### config.mk
export PLATFORM = sky130hd
export DESIGN_NAME = pipe_stage_reg
export DESIGN_NICKNAME = d
export VERILOG_FILES = /design/src/rtl/pipe_stage_reg.sv
export SDC_FILE = /design/constraint.sdc
export NUM_CORES = 1
export LEC_CHECK = 0
export ABC_CLOCK_PERIOD_IN_PS = 2560
export CORE_MARGIN = 2
export CORE_UTILIZATION = 45
export DETAILED_ROUTE_END_ITERATION = 16
export HOLD_SLACK_MARGIN = 0.1
export PLACE_DENSITY = 0.8
export REMOVE_ABC_BUFFERS = 1
export SYNTH_ARGS = -nofsm -noshare
export SYNTH_HDL_FRONTEND = slang
export SYNTH_SLANG_ARGS = --single-unit
### constraint.sdc
create_clock -name clk -period 2.56 [get_ports clk]
set_input_delay 0.384 -clock clk [delete_from_list [all_inputs] [get_ports clk]]
set_output_delay 0.384 -clock clk [all_outputs]
set_load 0.1 [all_outputs]
### src/rtl/pipe_stage_reg.sv
// Handshaked pipeline stage register with flush/bubble insertion and
// saturating stall/starve counters. Define PIPE_STAGE_SKID_EN for a registered in_ready.
module pipe_stage_reg #(
  parameter int              DW       = 32,
  parameter int              CW       = 9,
  parameter logic [CW-1:0]   CTRL_NOP = '0,
  parameter int              CNT_W    = 16
) (
  input  logic             clk,
  input  logic             reset,
  input  logic             flush,
  input  logic             in_valid,
  output logic             in_ready,
  input  logic [DW-1:0]    in_data,
  input  logic [CW-1:0]    in_ctrl,
  output logic             out_valid,
  input  logic             out_ready,
  output logic [DW-1:0]    out_data,
  output logic [CW-1:0]    out_ctrl,
  input  logic             cnt_clr,
  output logic [CNT_W-1:0] stall_cnt,
  output logic [CNT_W-1:0] starve_cnt
);

  logic          valid_q, valid_d;
  logic [DW-1:0] data_q, data_d;
  logic [CW-1:0] ctrl_q, ctrl_d;
  logic          in_xfer;

  assign in_xfer   = in_valid & in_ready;
  assign out_valid = valid_q;
  assign out_data  = data_q;
  // Bubbles always present the NOP control, whatever the held ctrl register says.
  assign out_ctrl  = valid_q ? ctrl_q : CTRL_NOP;

`ifdef PIPE_STAGE_SKID_EN
  typedef enum logic {EMPTY, FULL} skid_t;

  skid_t         state_q, state_d;
  logic [DW-1:0] skid_data_q, skid_data_d;
  logic [CW-1:0] skid_ctrl_q, skid_ctrl_d;

  assign in_ready = (state_q == EMPTY) & ~flush & ~reset;

  always_comb begin
    valid_d     = valid_q;
    data_d      = data_q;
    ctrl_d      = ctrl_q;
    state_d     = state_q;
    skid_data_d = skid_data_q;
    skid_ctrl_d = skid_ctrl_q;
    if (flush) begin
      valid_d = 1'b0;
      state_d = EMPTY;
    end else if (state_q == FULL) begin
      if (out_ready) begin
        valid_d = 1'b1;
        data_d  = skid_data_q;
        ctrl_d  = skid_ctrl_q;
        state_d = EMPTY;
      end
    end else if (in_xfer) begin
      // Accepted while stalled: park the bundle in the skid slot.
      if (valid_q && !out_ready) begin
        skid_data_d = in_data;
        skid_ctrl_d = in_ctrl;
        state_d     = FULL;
      end else begin
        valid_d = 1'b1;
        data_d  = in_data;
        ctrl_d  = in_ctrl;
      end
    end else if (out_ready) begin
      valid_d = 1'b0;
    end
  end

  always_ff @(posedge clk or posedge reset) begin
    if (reset) begin
      state_q     <= EMPTY;
      skid_data_q <= '0;
      skid_ctrl_q <= CTRL_NOP;
    end else begin
      state_q     <= state_d;
      skid_data_q <= skid_data_d;
      skid_ctrl_q <= skid_ctrl_d;
    end
  end
`else
  assign in_ready = (~valid_q | out_ready) & ~flush & ~reset;

  always_comb begin
    valid_d = valid_q;
    data_d  = data_q;
    ctrl_d  = ctrl_q;
    if (flush) begin
      valid_d = 1'b0;
    end else if (in_xfer) begin
      valid_d = 1'b1;
      data_d  = in_data;
      ctrl_d  = in_ctrl;
    end else if (out_ready) begin
      valid_d = 1'b0;
    end
  end
`endif

  always_ff @(posedge clk or posedge reset) begin
    if (reset) begin
      valid_q <= 1'b0;
      data_q  <= '0;
      ctrl_q  <= CTRL_NOP;
    end else begin
      valid_q <= valid_d;
      data_q  <= data_d;
      ctrl_q  <= ctrl_d;
    end
  end

  // Saturating performance counters; clear wins over increment, flush is ignored.
  always_ff @(posedge clk or posedge reset) begin
    if (reset) begin
      stall_cnt  <= '0;
      starve_cnt <= '0;
    end else begin
      if (cnt_clr)
        stall_cnt <= '0;
      else if (valid_q && !out_ready && !(&stall_cnt))
        stall_cnt <= stall_cnt + 1'b1;
      if (cnt_clr)
        starve_cnt <= '0;
      else if (!valid_q && out_ready && !(&starve_cnt))
        starve_cnt <= starve_cnt + 1'b1;
    end
  end

endmodule
[Word level (Yosys, flattened, before mapping)]
Cells that the tools add are included.
Cells by class
  mux-type cells: 8
  bitwise gates (word level): 7
  reductions and logical operators: 14
  add/sub/neg operators: 2
Operators with widths (number)
  two-way mux 16 bit: 4
  adder 16 x 1 -> 16 bit, second input constant: 2
  AND reduction 16 bit: 2
  two-way mux 9 bit: 1
  logical AND 1 bit: 4
  logical NOT 1 bit: 4
  nonzero test 2 bit: 2
  bitwise AND 1 bit: 3
  two-way mux 1 bit: 3
  inverter 1 bit: 3
  nonzero test 3 bit: 1
  AND reduction 2 bit: 1
  OR 1 bit: 1
Word-level totals
  register bits after elaboration: 74

[Depth between registers and ports, before layout]
  word-level depth: 7
  gate-level depth with buffers: 7
  depth with buffers taken out: 5

[Worst setup path before layout]
No wires, ideal clock.
  kind: reg2reg
  start point: register valid_q (netlist: out_valid)
  end point: register data_q[23] (netlist: out_data[23])
  data arrival time: 3.210 ns
  buffers on the path: 1
  stages on the path, launching flop included: 6
  setup time: 0.128 ns
  period minus slack after synthesis: 3.339 ns
  slack: -0.779 ns
  cell sequence: dfrtp_1 > nor2b_2 > nor3_2 > nand2_1 > buf_2 > mux2_1
On the way
  word-level cells in the longest chain between the ends: 6
Ends and longest elaborated chain
  start: declaration: line 25  | logic valid_q, valid_d;
  start signal: assignment: line 114  | valid_q <= valid_d;
  inverter 1 bit: line 90  | assign in_ready = (~valid_q | out_ready) & ~flush & ~reset;
  OR 1 bit: line 90
  bitwise AND 1 bit (2 in a row): line 90
  via in_ready: line 13  | output logic in_ready,
  bitwise AND 1 bit: line 30  | assign in_xfer = in_valid & in_ready;
  AND reduction 2 bit (no source line)
  end signal: assignment: line 115  | data_q <= data_d;
  end: declaration: line 26  | logic [DW-1:0] data_q, data_d;
The timed path passes the listed nets, and every way through them passes these cells.
A chain may end at the register's enable or synchronous reset.

[Final worst setup path]
  start point: register stall_cnt[0]
  end point: register stall_cnt[15]
On the way
  word-level cells in the longest chain between the ends: 4
  elaborated cells between the ends (all ways): 7
Ends and longest elaborated chain
  start: declaration: line 21  | output logic [CNT_W-1:0] stall_cnt,
  start signal: assignment: line 129  | stall_cnt <= stall_cnt + 1'b1;
  parallel branches: the longest is 4 deep, another holds adder 16 x 1 -> 16 bit
Parallel ways; which one is timed is not known. The select of a mux whose other input is x is not followed.

==> flow_summary.rst <==
.. list-table::
   :header-rows: 1

   * - Metric
     - Value
   * - Slowest cell on the critical path
     - or4_1
   * - Global-route wire length before repair
     - 14160 um
   * - Hold-fix buffer count after cts
     - 0
   * - Yosys warns
     - 0
   * - Proportion of layout cells with a drive suffix above 1
     - 34.11%
   * - Floorplan die area
     - 0.008435 mm^2
   * - Worst flop-to-flop path startpoint
     - stall_cnt[0]$_DFFE_PP0P_
   * - Horizontal die dimension
     - 91.84 um
   * - Static Leakage
     - 2.130 nW
   * - Number of synthesized register bits
     - 74
   * - Internal reg-to-reg setup slack
     - 0.41 ns
   * - Max rail drop VDD
     - 0.0005852 V
   * - Final antenna diode count
     - 0
   * - Deepest level of the CTS H-tree
     - 3
   * - Required time of the critical path
     - 2.84 ns
   * - Synthesized netlist cell count
     - 300
   * - DRC violation count after routing
     - 0
   * - End point of the critical path
     - stall_cnt[15]$_DFFE_PP0P_
   * - Arrival time of data at the critical path endpoint
     - 2.42 ns
   * - NumNets Final
     - 476
   * - ANT nets after route
     - 0
   * - Category of cells accounting for the largest share of critical-path delay
     - simple AND/OR/NAND/NOR gates
   * - GRT overflow
     - 0
   * - Final setup slack of the worst path
     - 0.4107 ns
   * - CP Depth
     - 5
   * - Final HPWL DP
     - 6185 um
   * - Initial antenna violation count
     - 0
   * - Port Buffer Count
     - 121
   * - Number of max-cap violations
     - 0
   * - Worst clock skew
     - 0.005656 ns
   * - Clock period minus final worst setup slack
     - 2.149 ns
   * - Buffer depth of the longest clock path
     - 2
   * - Number of inserted filler cells in the final layout
     - 640
   * - Number of placed instances, taps included
     - 518
   * - DIE HEIGHT
     - 91.84 um
   * - Fin. max-slew vios
     - 0
   * - Setup Slack @ Placement
     - 0.3172 ns
   * - Post-synthesis instance area
     - 0.003472 mm^2
   * - Area overhead of the layout relative to synthesis
     - 39.14%
   * - Final core utilization
     - 63.50%
   * - Terminus of the critical flop-to-flop path
     - stall_cnt[15]$_DFFE_PP0P_
   * - Count of standard-cell rows
     - 32
   * - Clock transition at the register clock pins on the worst setup and hold paths after CTS
     - 0.08 ns
   * - Setup repair after global routing missed its margin
     - no
   * - Commonest cells after routing, fill and taps aside
     - buf_4 (82), dfrtp_1 (74), clkdlybuf4s50_1 (46), mux2_2 (41), a21oi_1 (22)
   * - TritonCTS clock tree
     - done
   * - Area leader, netlist
     - dfrtp_1
   * - Pin count of the biggest net entering global routing
     - 34
   * - Portion of synthesized cell area occupied by the leading cell type
     - 53.33%
   * - Max Clk Rate
     - 0.4653 GHz
   * - Post-CTS sizing
     - 0
   * - Total via count in the routed design
     - 2925
   * - Non-filler cells, final
     - 533
   * - Final worst hold slack
     - 0.3128 ns
   * - TritonCTS buffer count
     - 9
   * - Total power per unit cell area
     - 757.1 mW/mm^2
   * - Post-CTS repair timing setup buffer count
     - 0
   * - Routed wire length
     - 8389 um
   * - Worst path max stage delay
     - 0.57 ns
   * - Max-slew headroom at the worst pin
     - 53.08%
   * - CTS sink count
     - 74
   * - Starting utilization of the core area
     - 45.64%
   * - Area of the core
     - 0.007607 mm^2
   * - Outcome
     - complete, no violations
   * - Critical path fanouts, max
     - 18
   * - Startpoint type of the worst setup path
     - flop
   * - Category of the most critical setup path
     - flop to flop
   * - Clock latency on the worst-skew pair
     - 0.35 ns
   * - Worst setup path startpoint
     - stall_cnt[0]$_DFFE_PP0P_
   * - Dominant cells by area after synthesis
     - dfrtp_1 (53%), mux2_2 (13%), o31ai_1 (3.2%)
   * - Count of cells along the worst register-to-register path
     - 5
   * - Kind of capture point of the worst setup path
     - flop
   * - Path category of the worst min-delay check
     - input port to asynchronous set/reset pin
   * - Most frequent standard cell in the layout excluding fill and tap cells
     - buf_4
   * - Final routed wire length divided by cell count
     - 15.74 um
   * - Per-cell via count in the routed design
     - 5.488
   * - Global Route Usage Sum
     - 21.05%
   * - Synth Area per Inst
     - 11.57 um^2
   * - WP buf/inv
     - 0
   * - Cells traversed along the worst timing path
     - ha_1 -> and4_4 -> and4b_1 -> or4_1 -> a21oi_1
   * - Vias in the first global route
     - 2925
   * - Proportion of synthesized chip area in sequential cells
     - 53.33%
   * - Final count of negative-setup-slack endpoints
     - 0
   * - Hold violation total from the final report
     - 0
   * - Library cells used by synthesis
     - 40
   * - Final RePlAce weighted congestion
     - 0.8414
   * - Root Buffer Master
     - clkbuf_8
   * - Pin slew with the least headroom to its limit
     - 0.7017 ns
   * - Post-route clock period utilization
     - 83.96%
   * - Length of the first detailed-routing pass in iterations
     - 4
   * - Top-Level Pins
     - 122
   * - Iteration-0 DRC Markers
     - 98
-- registers in the layout, indices dropped and copies added (netlist names) --
signal	count
stall_cnt	16
out_valid	1
starve_cnt	16
ctrl_q	9
out_data	32
-- worst reg2reg max path, stage by stage, from the launching register on --
cell	delay [ns]
dfrtp_1	0.48
ha_1	0.29
and4_4	0.22
and4b_1	0.35
or4_1	0.57
a21oi_1	0.16
-- cells by family (layout without fill, tap and decap cells) --
logic type | Yosys count | in the layout | share of synthesized area (%)
AOI/OAI and AO/OA | 51 | 51 | 9.118
xor gates and xnor gates | 1 | 1 | 0.2523
adders and majority gates | 2 | 2 | 0.7206
buffers and inverters | 19 | 150 | 2.342
DFF | 74 | 74 | 53.33
muxes | 47 | 47 | 15.21
and+or+nand+nor | 106 | 106 | 19.03
-- worst min-delay path by stage --
stage	endpoint
floorplan	stall_cnt[0]$_DFFE_PP0P_
global placement	out_data[25]$_DFFE_PP0P_
detailed placement	out_data[29]$_DFFE_PP0P_
CTS	out_data[6]$_DFFE_PP0P_
global route	out_data[6]$_DFFE_PP0P_
finish	out_data[6]$_DFFE_PP0P_
-- stage by stage --
| stage | power [mW] | instance area (um^2) | setup TNS (ns) |
|---|---|---|---|
| 6_report | 3.657 | 4831 | 0 |
| 5_1_grt | 3.790 | 4831 | 0 |
| 4_1_cts | 3.695 | 4831 | 0 |
| 3_5_place_dp | 2.787 | 4639 | 0 |
| 3_3_place_gp | 2.762 | 4639 | 0 |
| 2_1_floorplan | 2.432 | 3413 | -70.49 |
-- synth_stat cells (all sizes together) --
cell	instances
ha	2
nor4	3
a211oi	1
and3b	1
nor2b	6
nor2	11
a41oi	1
a31oi	2
nand2	11
a21o	1
nand3	14
nand2b	4
nand3b	2
dfrtp	74
and4b	3
and2	10
o311ai	1
o31ai	15
mux2i	1
and3	6
and4	4
a21oi	22
nor3	5
inv	6
mux2	46
a41o	1
xor2	1
or3	6
or4	13
a311oi	1
clkbuf	5
buf	8
o21ai	6
nand4	7
-- report_power, final --
part | internal, mW | switching [mW] | leakage (nW)
clock network | 0.448 | 0.452 | 0.0917
logic | 0.332 | 1.04 | 1.09
registers | 1.31 | 0.0806 | 0.945
total | 2.09 | 1.57 | 2.13
-- layout make-up --
type | count | area, um^2 | share of cell area (%)
Sequential cell | 74 | 1852 | 38.33
Multi-Input combinational cell | 207 | 1541 | 31.91
Timing Repair Buffer | 129 | 1096 | 22.69
Tap cell | 102 | 127.6 | 2.642
Clock buffer | 9 | 123.9 | 2.564
Clock inverter | 6 | 67.56 | 1.399
Inverter | 6 | 22.52 | 0.4662
-- routing by layer --
layer | global-route usage [%] | routed length (um) | vias up
li1 | - | - | 1378
met1 | 26.16 | 3359 | 1433
met2 | 32.60 | 4015 | 102
met3 | 9.532 | 872 | 12
met4 | 7.338 | 141 | 0
met5 | 0 | 0 | -
Power figures use the tool's default switching activity.
